<file path="config.mk">
export PLATFORM = sky130hd
export DESIGN_NAME = serial_add_ctrl
export DESIGN_NICKNAME = d
export VERILOG_FILES = /design/src/rtl/serial_add_ctrl.sv
export SDC_FILE = /design/constraint.sdc
export NUM_CORES = 1
export LEC_CHECK = 0
export CAP_MARGIN = 0
export CORE_AREA = 5 5 72 74
export DETAILED_ROUTE_END_ITERATION = 16
export DIE_AREA = 0 0 77 79
export PLACE_DENSITY = 0.59
export SYNTH_ARGS = -nofsm -noshare
export SYNTH_HDL_FRONTEND = slang
export SYNTH_SLANG_ARGS = --single-unit
export TNS_END_PERCENT = 100
</file>
<file path="constraint.sdc">
create_clock -name i_clk -period 1.94 [get_ports i_clk]
set_clock_uncertainty 0.1 [all_clocks]
set_input_delay 0.388 -clock i_clk [delete_from_list [all_inputs] [get_ports i_clk]]
set_output_delay 0.388 -clock i_clk [all_outputs]
set_load 0.02 [all_outputs]
</file>
<file path="src/rtl/serial_add_ctrl.sv">
// Bit-serial adder controller: one full_adder cell stepped LSB-first over WIDTH cycles.
// Optional SERIAL_ADD_OVF_EN adds o_ovf, the two's-complement overflow of the last result.

module full_adder (
    input  logic i_switch_a,
    input  logic i_switch_b,
    input  logic i_cin,
    output logic o_cout,
    output logic o_sum
);
    assign o_sum  = i_switch_a ^ i_switch_b ^ i_cin;
    assign o_cout = (i_switch_a & i_switch_b) | (i_cin & (i_switch_a ^ i_switch_b));
endmodule

module serial_add_ctrl #(
    parameter int unsigned WIDTH = 8
) (
    input  logic             i_clk,
    input  logic             i_rst,
    input  logic             i_start,
    input  logic [WIDTH-1:0] i_a,
    input  logic [WIDTH-1:0] i_b,
    input  logic             i_cin,
    output logic             o_busy,
    output logic             o_done,
    output logic [WIDTH-1:0] o_sum,
    output logic             o_cout
`ifdef SERIAL_ADD_OVF_EN
    ,
    output logic             o_ovf
`endif
);
    localparam int unsigned CW = (WIDTH > 1) ? $clog2(WIDTH) : 1;

    typedef enum logic {
        IDLE = 1'b0,
        RUN  = 1'b1
    } state_t;

    state_t           state;
    logic [CW-1:0]    cnt;
    logic [WIDTH-1:0] a_sr;
    logic [WIDTH-1:0] b_sr;
    logic [WIDTH-1:0] s_sr;
    logic             carry_q;
    logic             fa_sum;
    logic             fa_cout;
    logic [WIDTH-1:0] s_next;

    full_adder u_fa (
        .i_switch_a (a_sr[0]),
        .i_switch_b (b_sr[0]),
        .i_cin      (carry_q),
        .o_cout     (fa_cout),
        .o_sum      (fa_sum)
    );

    // Sum bits enter at the MSB and drift down, so after WIDTH steps bit 0 is the LSB.
    assign s_next = {fa_sum, s_sr[WIDTH-1:1]};

    always_ff @(posedge i_clk) begin
        if (i_rst) begin
            state   <= IDLE;
            cnt     <= '0;
            a_sr    <= '0;
            b_sr    <= '0;
            s_sr    <= '0;
            carry_q <= 1'b0;
            o_busy  <= 1'b0;
            o_done  <= 1'b0;
            o_sum   <= '0;
            o_cout  <= 1'b0;
`ifdef SERIAL_ADD_OVF_EN
            o_ovf   <= 1'b0;
`endif
        end else begin
            o_done <= 1'b0;
            case (state)
                IDLE: begin
                    if (i_start) begin
                        a_sr    <= i_a;
                        b_sr    <= i_b;
                        carry_q <= i_cin;
                        s_sr    <= '0;
                        cnt     <= '0;
                        o_busy  <= 1'b1;
                        state   <= RUN;
                    end
                end
                RUN: begin
                    s_sr    <= s_next;
                    carry_q <= fa_cout;
                    a_sr    <= a_sr >> 1;
                    b_sr    <= b_sr >> 1;
                    cnt     <= cnt + CW'(1);
                    // Last bit: publish result; carry_q here is the carry into the MSB.
                    if (cnt == CW'(WIDTH - 1)) begin
                        o_sum  <= s_next;
                        o_cout <= fa_cout;
`ifdef SERIAL_ADD_OVF_EN
                        o_ovf  <= carry_q ^ fa_cout;
`endif
                        o_done <= 1'b1;
                        o_busy <= 1'b0;
                        state  <= IDLE;
                    end
                end
            endcase
        end
    end
endmodule

</file>
==> results of run 1 <==
==> flip-flops by register name, summed over array words and instances (netlist names) <==
signal,flops
cnt,3
carry_q,1
a_sr,8
o_sum,8
o_cout,1
b_sr,8
o_busy,1
s_sr,7
o_done,1
state,1
==> final timing paths <==
check	from	endpoint	slack [ns]	cells past startpoint
setup / recovery	o_cout	o_cout	0.21	1
hold reg to reg	s_sr[1]	o_sum[0]	0.37	2
setup reg to reg	cnt[0]	o_sum[4]	0.28	4
hold / removal	s_sr[1]	o_sum[0]	0.37	2
==> report_power, final <==
group / internal (W) / leakage [nW] / switching (W)
combinational: 0.000102 / 0.441 / 0.0000910
sequential: 0.000837 / 0.319 / 0.0000208
clock: 0.000252 / 0.0422 / 0.000282
==> worst reg2reg max path: stages (launching register included) <==
cell	delay, ns
dfxtp_1	0.36
ha_1	0.19
ha_1	0.60
a21bo_2	0.24
a21oi_1	0.05
==> per-layer routing <==
metal  global-route usage [%]  vias up
met5                        0        -
met4                     5.15        0
met3                     4.88        6
met2                     17.9       26
met1                     13.7      591
li1                         -      656
==> synthesized netlist by cell type (all sizes together) <==
cell,instances
a211oi,16
a21bo,10
a21oi,20
buf,13
clkbuf,3
dfxtp,39
fa,1
ha,3
inv,1
mux2i,17
nand2,10
nand2b,2
nand3,9
nor2,2
nor2b,15
nor3,2
or3b,10
==> area by class of cell <==
class                           instances  area, um^2  area share, %
Clock buffer                            7        76.3           3.58
Clock inverter                          1        5.00          0.235
Inverter                                1        3.75          0.176
Multi-Input combinational cell        117         842           39.5
Sequential cell                        39         781           36.6
Tap cell                               54        67.6           3.17
Timing Repair Buffer                   34         355           16.7
==> cells in the final DEF (no fill, tap or decap), types with 2 or more instances in the layout <==
master,netlist,final
ha_1,3,3
nor2b_1,15,15
buf_12,0,2
nor3_1,2,2
buf_4,2,2
a21oi_1,20,20
nor2_1,2,2
nand3_1,9,9
nand2b_1,2,2
dfxtp_1,39,39
mux2i_1,17,17
or3b_1,10,10
clkbuf_8,0,5
a21bo_2,10,10
nand2_1,10,10
a211oi_1,16,16
clkdlybuf4s50_1,0,30
clkbuf_1,3,2
==> stage by stage <==
step / cell area [um^2] / hold slack [ns]
2_1_floorplan: 1710 / 0.338
3_3_place_gp: 2050 / 0.353
3_5_place_dp: 2050 / 0.354
4_1_cts: 2130 / 0.365
5_1_grt: 2130 / 0.385
6_report: 2130 / 0.365
==> kinds of logic after synthesis <==
family | Yosys count | synth area share (%)
buffers and inverters | 17 | 5.19
and+or+nand+nor | 50 | 17.2
AOI/OAI and AO/OA | 46 | 18.7
adders and majority gates | 4 | 3.36
muxes | 17 | 9.94
DFF | 39 | 45.6
==> impl_metrics.yaml, run 1 <==
clock_tree:
  cts_tree: "built"
  clk_latency_ns: 0.29
  clock-sinks: 39
  cts_resized: 0
  cts_root_buffer: "clkbuf_8"
  clkTransAtPathRegs_ns: 0.07
  post-cts-setup-buffers: 0
  clk_path_buf_depth: 2
  cts_hold_buf: 0
  cts-htree-levels: 2
  cts_made_buffers: 5
worst_setup_path:
  cp_max_fo: 2
  critPathBufInv: 1
  path_class: "reg2out"
  path_cells: "clkdlybuf4s50_1"
  slowest_delay_ns: 0.61
  cp-start-kind: "flop"
  worstSetupEndpointType: "output pin"
  cp.required_ns: 1.45
  cp_slowest_cell: "clkdlybuf4s50_1"
  crit_family: "buffers and inverters"
  critPathArrivalTime_ns: 1.24
route:
  vias: 1279
  initialDrtViolationCount: 95
  wl_met1_mm: 1.59
  wl_per_cell_um: 13.5
  wl_met2_mm: 1.55
  route.met3.wl_um: 195
  ant_nets: 0
  dr.max_layer_used: "met4"
  dr.pass1.iters: 4
  wl_mm: 3.40
  viasPerCell: 5.06
  drc: 0
cells_and_area:
  fin_cells: 253
  final_nets: 222
  drive_gt1_share_pct: 10.1
  utilization_pct: 47.0
  fillers: 442
  diodes: 0
  synthToLayoutAreaGrowth_pct: 24.5
die:
  die-width_um: 77
  ios: 31
  die_y_um: 79
  num_rows: 25
  core_um2: 4540
  start_util_pct: 37.7
  dieArea_um2: 6080
logic_synthesis:
  ys_ff_latch: 39
  ys_top_cells_by_area: "dfxtp_1, mux2i_1, a211oi_1, a21bo_2, a21oi_1"
  ys_types: 20
  synth_area_um2: 1710
  synth_nets: 197
  synth_area_leader_cell: "dfxtp_1"
  yosysWarnings: 0
  syn_avg_cell_area_um2: 9.89
  ys_seq_area_share_pct: 45.6
  synthDominantCellAreaShare_pct: 45.6
  synthCells: 173
timing:
  finalMaxSlewViolations: 0
  finalCritPeriodShare_pct: 89.3
  fin_crit_ns: 1.73
  tightest_slew_ns: 0.678
  tns_ns: 0
  setup-violations-final: 0
  hold_viol: 0
  relSlewSlack_pct: 54.8
  rsz0062_at_grt: "false"
  worst_slack_ns: 0.207
  fmax_ghz: 0.577
global_routing:
  grt_pass1_wl_mm: 5.60
  grt_pass1_vias: 1238
  grt_util_all_layers_pct: 11.5
  grt_max_degree: 40
  overflow: 0
  antenna_found_initial: 0
placement:
  gp_congestion: 0.721
  pre_cts_ws_ns: 0.230
  dpl.hpwl_mm: 2.12
  portBuffers: 30
  dp_cells: 245
min_path:
  hp-class: "reg2reg"
power_and_ir_drop:
  p_per_area_nw_per_um2: 744
  power_leakage_nw: 0.802
  design_power_total_w: 0.00158
  ir_drop_mv: 0.326
outcome:
  status: "completed"
run:
  cap_violations: 0
Power figures use the tool's default switching activity.
==> run 2, diff against run 1 <==
--- a/config.mk
+++ b/config.mk
@@ -5,11 +5,12 @@
 export SDC_FILE = /design/constraint.sdc
 export NUM_CORES = 1
 export LEC_CHECK = 0
+export ABC_AREA = 1
 export CAP_MARGIN = 0
-export CORE_AREA = 5 5 72 74
+export CORE_AREA = 5 5 70 72
 export DETAILED_ROUTE_END_ITERATION = 16
-export DIE_AREA = 0 0 77 79
-export PLACE_DENSITY = 0.59
+export DIE_AREA = 0 0 75 77
+export PLACE_DENSITY = 0.6
 export SYNTH_ARGS = -nofsm -noshare
 export SYNTH_HDL_FRONTEND = slang
 export SYNTH_SLANG_ARGS = --single-unit
==> run 2 against run 1 <==
Compared with the run above: combinational power decreased by 11%; routed wire length shrank 2.6%; cell area down 1.8%; critical path depth did not move; largest cell class is now flip-flops and latches.
==> impl_metrics.yaml, run 2 <==
logic_synthesis:
  synth_area_um2: 1620
  synthArstFlopShare_pct: 0
  synth_edf_count: 0
  netlist_top_cells_count: "nand2_1, dfxtp_1, nand3_1"
  ys_types: 20
  syn_avg_cell_area_um2: 7.35
  ys_seq_area_share_pct: 48.3
  synthDominantCellAreaShare_pct: 48.3
  synthCells: 220
  synth_most_common_cell: "nand2_1"
  ys.flop_type: "dfxtp_1"
  synth_area_leader_cell: "dfxtp_1"
  ys_ff_latch: 39
  synth_nets: 244
  ys_top_cells_by_area: "dfxtp_1, nand2_1, nand3_1, a21oi_1, inv_1"
  yosysWarnings: 0
global_routing:
  antenna_found_initial: 0
  grt_pass1_vias: 1314
  grt_max_degree: 29
  grt_pass1_wl_mm: 5.73
  grt_util_all_layers_pct: 12.7
  overflow: 0
timing:
  finalCritPeriodShare_pct: 88.9
  finalMaxSlewViolations: 0
  relSlewSlack_pct: 80.2
  fmax_ghz: 0.580
  fin_crit_ns: 1.72
  tightest_slew_ns: 0.296
  setup-violations-final: 0
  rsz0062_at_grt: "false"
  tns_ns: 0
  hold_viol: 0
route:
  viasPerCell: 4.57
  drc: 0
  wl_per_cell_um: 10.9
  vias: 1390
  wl_mm: 3.31
  initialDrtViolationCount: 99
  dr.pass1.iters: 4
  ant_nets: 0
placement:
  portBuffers: 30
  dpl.hpwl_mm: 2.22
  gp_congestion: 0.719
worst_setup_path:
  slowest_delay_ns: 0.61
  cp_slowest_cell: "clkdlybuf4s50_1"
  reg2reg_depth: 6
  cp-startpoint: "o_busy"
  cp_max_fo: 2
  critPathArrivalTime_ns: 1.24
  cp.required_ns: 1.45
  critPathBufInv: 1
  cp-start-kind: "flop"
  cp.depth: 1
  reg2reg_from: "cnt[0]"
  path_cells: "clkdlybuf4s50_1"
  worstSetupEndpointType: "output pin"
  r2r_slack_ns: 0.50
  crit_family: "buffers and inverters"
  r2r-end: "o_cout"
  endpoint: "o_busy"
  path_class: "reg2out"
clock_tree:
  cts_root_buffer: "clkbuf_8"
  cts_tree: "built"
  clkTransAtPathRegs_ns: 0.08
  post-cts-setup-buffers: 0
  cts_made_buffers: 5
  cts_resized: 0
  cts_hold_buf: 0
  clk_path_buf_depth: 2
  cts-htree-levels: 2
  clock-sinks: 39
  clk_latency_ns: 0.29
die:
  ios: 31
  core_um2: 4230
  die_y_um: 77
  dieArea_um2: 5780
  die-width_um: 75
  num_rows: 24
  start_util_pct: 38.2
power_and_ir_drop:
  internal_power_w: 0.00142
  power_leakage_nw: 0.935
  pwr-share-seq_pct: 46.6
  p_sw_share_pct: 21.4
  clkPwrFrac_pct: 44.0
  combPwrFrac_pct: 9.4
  p_per_area_nw_per_um2: 864
  p_sw_w: 0.000387
  ir_drop_mv: 0.321
cells_and_area:
  drive_gt1_share_pct: 6.75
  utilization_pct: 49.4
  layout_commonest_cell: "nand2_1"
  largestRegisters: "a_sr: 8 flops, b_sr: 8 flops, o_sum: 8 flops"
  mostFrequentLayoutCells: "nand2_1, dfxtp_1, nand3_1, clkdlybuf4s50_1, a21oi_1"
  diodes: 0
  synthToLayoutAreaGrowth_pct: 29.5
  final_nets: 275
min_path:
  hp-class: "reg2reg"
run:
  cap_violations: 0
outcome:
  status: "completed"
==> run 2: cell count changes in the layout (fill, tap and decap cells not counted), moves of 2 or more <==
cell and delta:
nand2b_1 -2, a211oi_1 -16, nor2b_1 -15, bufinv_16 +2, nor2_1 +6, or3b_1 -10
buf_4 +2, nand2_1 +75, nand3_1 +21, mux2i_1 -17, a21bo_2 -10, inv_1 +15
==> run 2: cell type report <==
class                      instances  area [um^2]
fill                             439         2140
multi-input combinational        151          689
sequential                        39          781
tap                               52         65.1
timing repair buffer              35          350
inverter                          19         75.1
clock inverter                     2         60.1
clock buffer                       6         72.6
==> run 2: how the worst min path moves through the flow <==
stage | start | end | slack, ns | depth (start not counted)
finish | o_cout | o_cout | 0.37 | 2
detailed placement | o_cout | o_cout | 0.36 | 2
global route | o_cout | o_cout | 0.38 | 2
CTS | o_cout | o_cout | 0.37 | 2
floorplan | a_sr[7] | a_sr[7] | 0.34 | 2
global placement | s_sr[1] | s_sr[1] | 0.35 | 2
==> run 2: stage by stage <==
step	power (W)	hold WS, ns	cells	setup WS, ns	cell area [um^2]
floorplan	0.000967	0.338	220	0.648	1620
global placement	0.00103	0.353	296	0.315	1960
detailed placement	0.00104	0.356	296	0.289	1960
CTS	0.00183	0.368	304	0.205	2090
global route	0.00188	0.379	304	0.160	2090
finish	0.00181	0.365	304	0.216	2090
==> run 2: logic make-up after synthesis <==
family | count (synthesis) | share of synthesized area [%]
simple gates | 126 | 32.6
buf+inv | 30 | 9.06
fa+ha+maj | 4 | 3.56
flops | 39 | 48.3
compound gates | 21 | 6.50
==> run 2: power groups by stage <==
| stage | logic (W) | registers (W) | clock network (W) |
|---|---|---|---|
| detailed placement | 0.000174 | 0.000862 | 0 |
| global route | 0.000193 | 0.000847 | 0.000843 |
| floorplan | 0.000106 | 0.000861 | 0 |
| CTS | 0.000174 | 0.000843 | 0.000814 |
| finish | 0.000171 | 0.000843 | 0.000795 |
| global placement | 0.000173 | 0.000861 | 0 |
==> run 2: metal layers <==
metal / routed length (um) / up-vias / track usage, %
met2: 1540 / 19 / 20.1
met5: 0 / - / 0
li1: - / 748 / -
met1: 1560 / 616 / 15.3
met3: 128 / 7 / 3.27
met4: 86 / 0 / 6.94
==> run 3, diff against run 2 <==
--- a/config.mk
+++ b/config.mk
@@ -11,6 +11,7 @@
 export DETAILED_ROUTE_END_ITERATION = 16
 export DIE_AREA = 0 0 75 77
 export PLACE_DENSITY = 0.6
+export SLEW_MARGIN = 10
 export SYNTH_ARGS = -nofsm -noshare
 export SYNTH_HDL_FRONTEND = slang
 export SYNTH_SLANG_ARGS = --single-unit
==> constraint.sdc (replaced) <==
create_clock -name i_clk -period 2.1 [get_ports i_clk]
set_clock_uncertainty 0.1 [all_clocks]
set_input_delay 0.42 -clock i_clk [delete_from_list [all_inputs] [get_ports i_clk]]
set_output_delay 0.42 -clock i_clk [all_outputs]
set_load 0.02 [all_outputs]
==> run 3 against run 2 <==
Compared with the run above: power is 7.5% lower; register-to-register slack better by 0.14 ns; non-clock buffer count is 1 higher; sequential cell count unchanged; die area unchanged; routed wire length shrank 1.3%; largest power group unchanged.
==> impl_metrics.yaml, run 3 (synthesized netlist as in run 2, its figures left out) <==
outcome:
  status: "completed"
die:
  core_um2: 4230
  start_util_pct: 38.2
  die-width_um: 75
  dieArea_um2: 5780
  ios: 31
  die_y_um: 77
  num_rows: 24
worst_setup_path:
  cp_slowest_cell: "clkdlybuf4s50_1"
  critPathArrivalTime_ns: 1.24
  critPathBufInv: 1
  slowest_delay_ns: 0.61
  cp.required_ns: 1.58
  cp-start-kind: "flop"
  reg2reg_from: "cnt[0]"
  r2r_slack_ns: 0.64
  cp_max_fo: 2
  path_cells: "clkdlybuf4s50_1"
  crit_family: "buffers and inverters"
  reg2reg_depth: 6
  r2r-end: "o_cout"
  worstSetupEndpointType: "output pin"
  path_class: "reg2out"
global_routing:
  grt_util_all_layers_pct: 12.5
  overflow: 0
  grt_pass1_wl_mm: 5.61
  antenna_found_initial: 0
  grt_pass1_vias: 1327
  grt_max_degree: 29
timing:
  tightest_slew_ns: 0.298
  whs_ns: 0.361
  rsz0062_at_grt: "false"
  hold_viol: 0
  finalCritPeriodShare_pct: 83.6
  worst_slack_ns: 0.343
  fin_crit_ns: 1.76
  tns_ns: 0
  fmax_ghz: 0.569
  relSlewSlack_pct: 80.1
  setup-violations-final: 0
  finalMaxSlewViolations: 0
clock_tree:
  cts_tree: "built"
  clk_path_buf_depth: 2
  cts_hold_buf: 0
  cts-htree-levels: 2
  cts_resized: 0
  clk_latency_ns: 0.29
  post-cts-setup-buffers: 0
  clock-sinks: 39
  cts_made_buffers: 5
  clkTransAtPathRegs_ns: 0.07
  cts_root_buffer: "clkbuf_8"
cells_and_area:
  fin_cells: 305
  drive_gt1_share_pct: 7.11
  synthToLayoutAreaGrowth_pct: 30.0
  final_nets: 276
  mostFrequentLayoutCells: "nand2_1, dfxtp_1, nand3_1, clkdlybuf4s50_1, a21oi_1"
  fillers: 447
  diodes: 0
  multi_input_area_um2: 689
  largestRegisters: "a_sr: 8 flops, b_sr: 8 flops, o_sum: 8 flops"
  layout_commonest_cell: "nand2_1"
  ff_latch_area_um2: 781
power_and_ir_drop:
  p_per_area_nw_per_um2: 797
  ir_drop_mv: 0.295
  design_power_total_w: 0.00167
  power_leakage_nw: 0.940
run:
  cap_violations: 0
placement:
  pre_cts_ws_ns: 0.421
  gp_congestion: 0.713
  portBuffers: 30
  dpl.hpwl_mm: 2.22
  dp_cells: 297
route:
  viasPerCell: 4.67
  wl_per_cell_um: 10.7
  initialDrtViolationCount: 121
  drc: 0
  wl_mm: 3.27
  dr.pass1.iters: 4
  vias: 1424
  ant_nets: 0
min_path:
  worstHoldStart: "s_sr[1]"
  hold_path_end: "s_sr[1]"
  hp-class: "reg2reg"
  min_path_cells: 2
## run 3: changes by cell type in the layout (fill, tap and decap cells not counted), sizes merged
cell / before / now
buf: 5 / 6
## run 3: worst max-delay path by stage
stage / endpoint / cells after the start / start
6_report: o_busy / 1 / o_busy
4_1_cts: o_busy / 1 / o_busy
3_3_place_gp: b_sr[6] / 6 / i_start
3_5_place_dp: b_sr[6] / 6 / i_start
2_1_floorplan: o_sum[0] / 6 / cnt[0]
5_1_grt: o_sum[3] / 1 / o_sum[3]
## run 3: power by group
group / internal (W) / switching (W) / leakage [nW]
registers: 0.000764 / 0.0000145 / 0.318
logic: 0.0000768 / 0.0000826 / 0.558
clock network: 0.000475 / 0.000260 / 0.0654
total: 0.00132 / 0.000357 / 0.940
## run 3: per-layer routing
layer  vias to the layer above  wire [um]  GRT usage [%]
li1                        752          -              -
met1                       648       1460           15.0
met2                        19       1610           19.9
met3                         5        128           3.40
met4                         0         75           6.94
met5                         -          0              0
## run 3: cell type report
type | count | share of cell area (%)
clock inverter | 2 | 2.86
timing repair buffer | 36 | 17.0
sequential | 39 | 37.2
tap | 52 | 3.10
inverter | 19 | 3.57
clock buffer | 6 | 3.45
multi-input combinational | 151 | 32.8
## run 3: through the flow
step | utilization, % | instance area (um^2)
floorplan | - | 1620
global placement | 46.5 | 1970
detailed placement | 46.5 | 1970
CTS | 49.6 | 2100
global route | 49.6 | 2100
finish | 49.6 | 2100
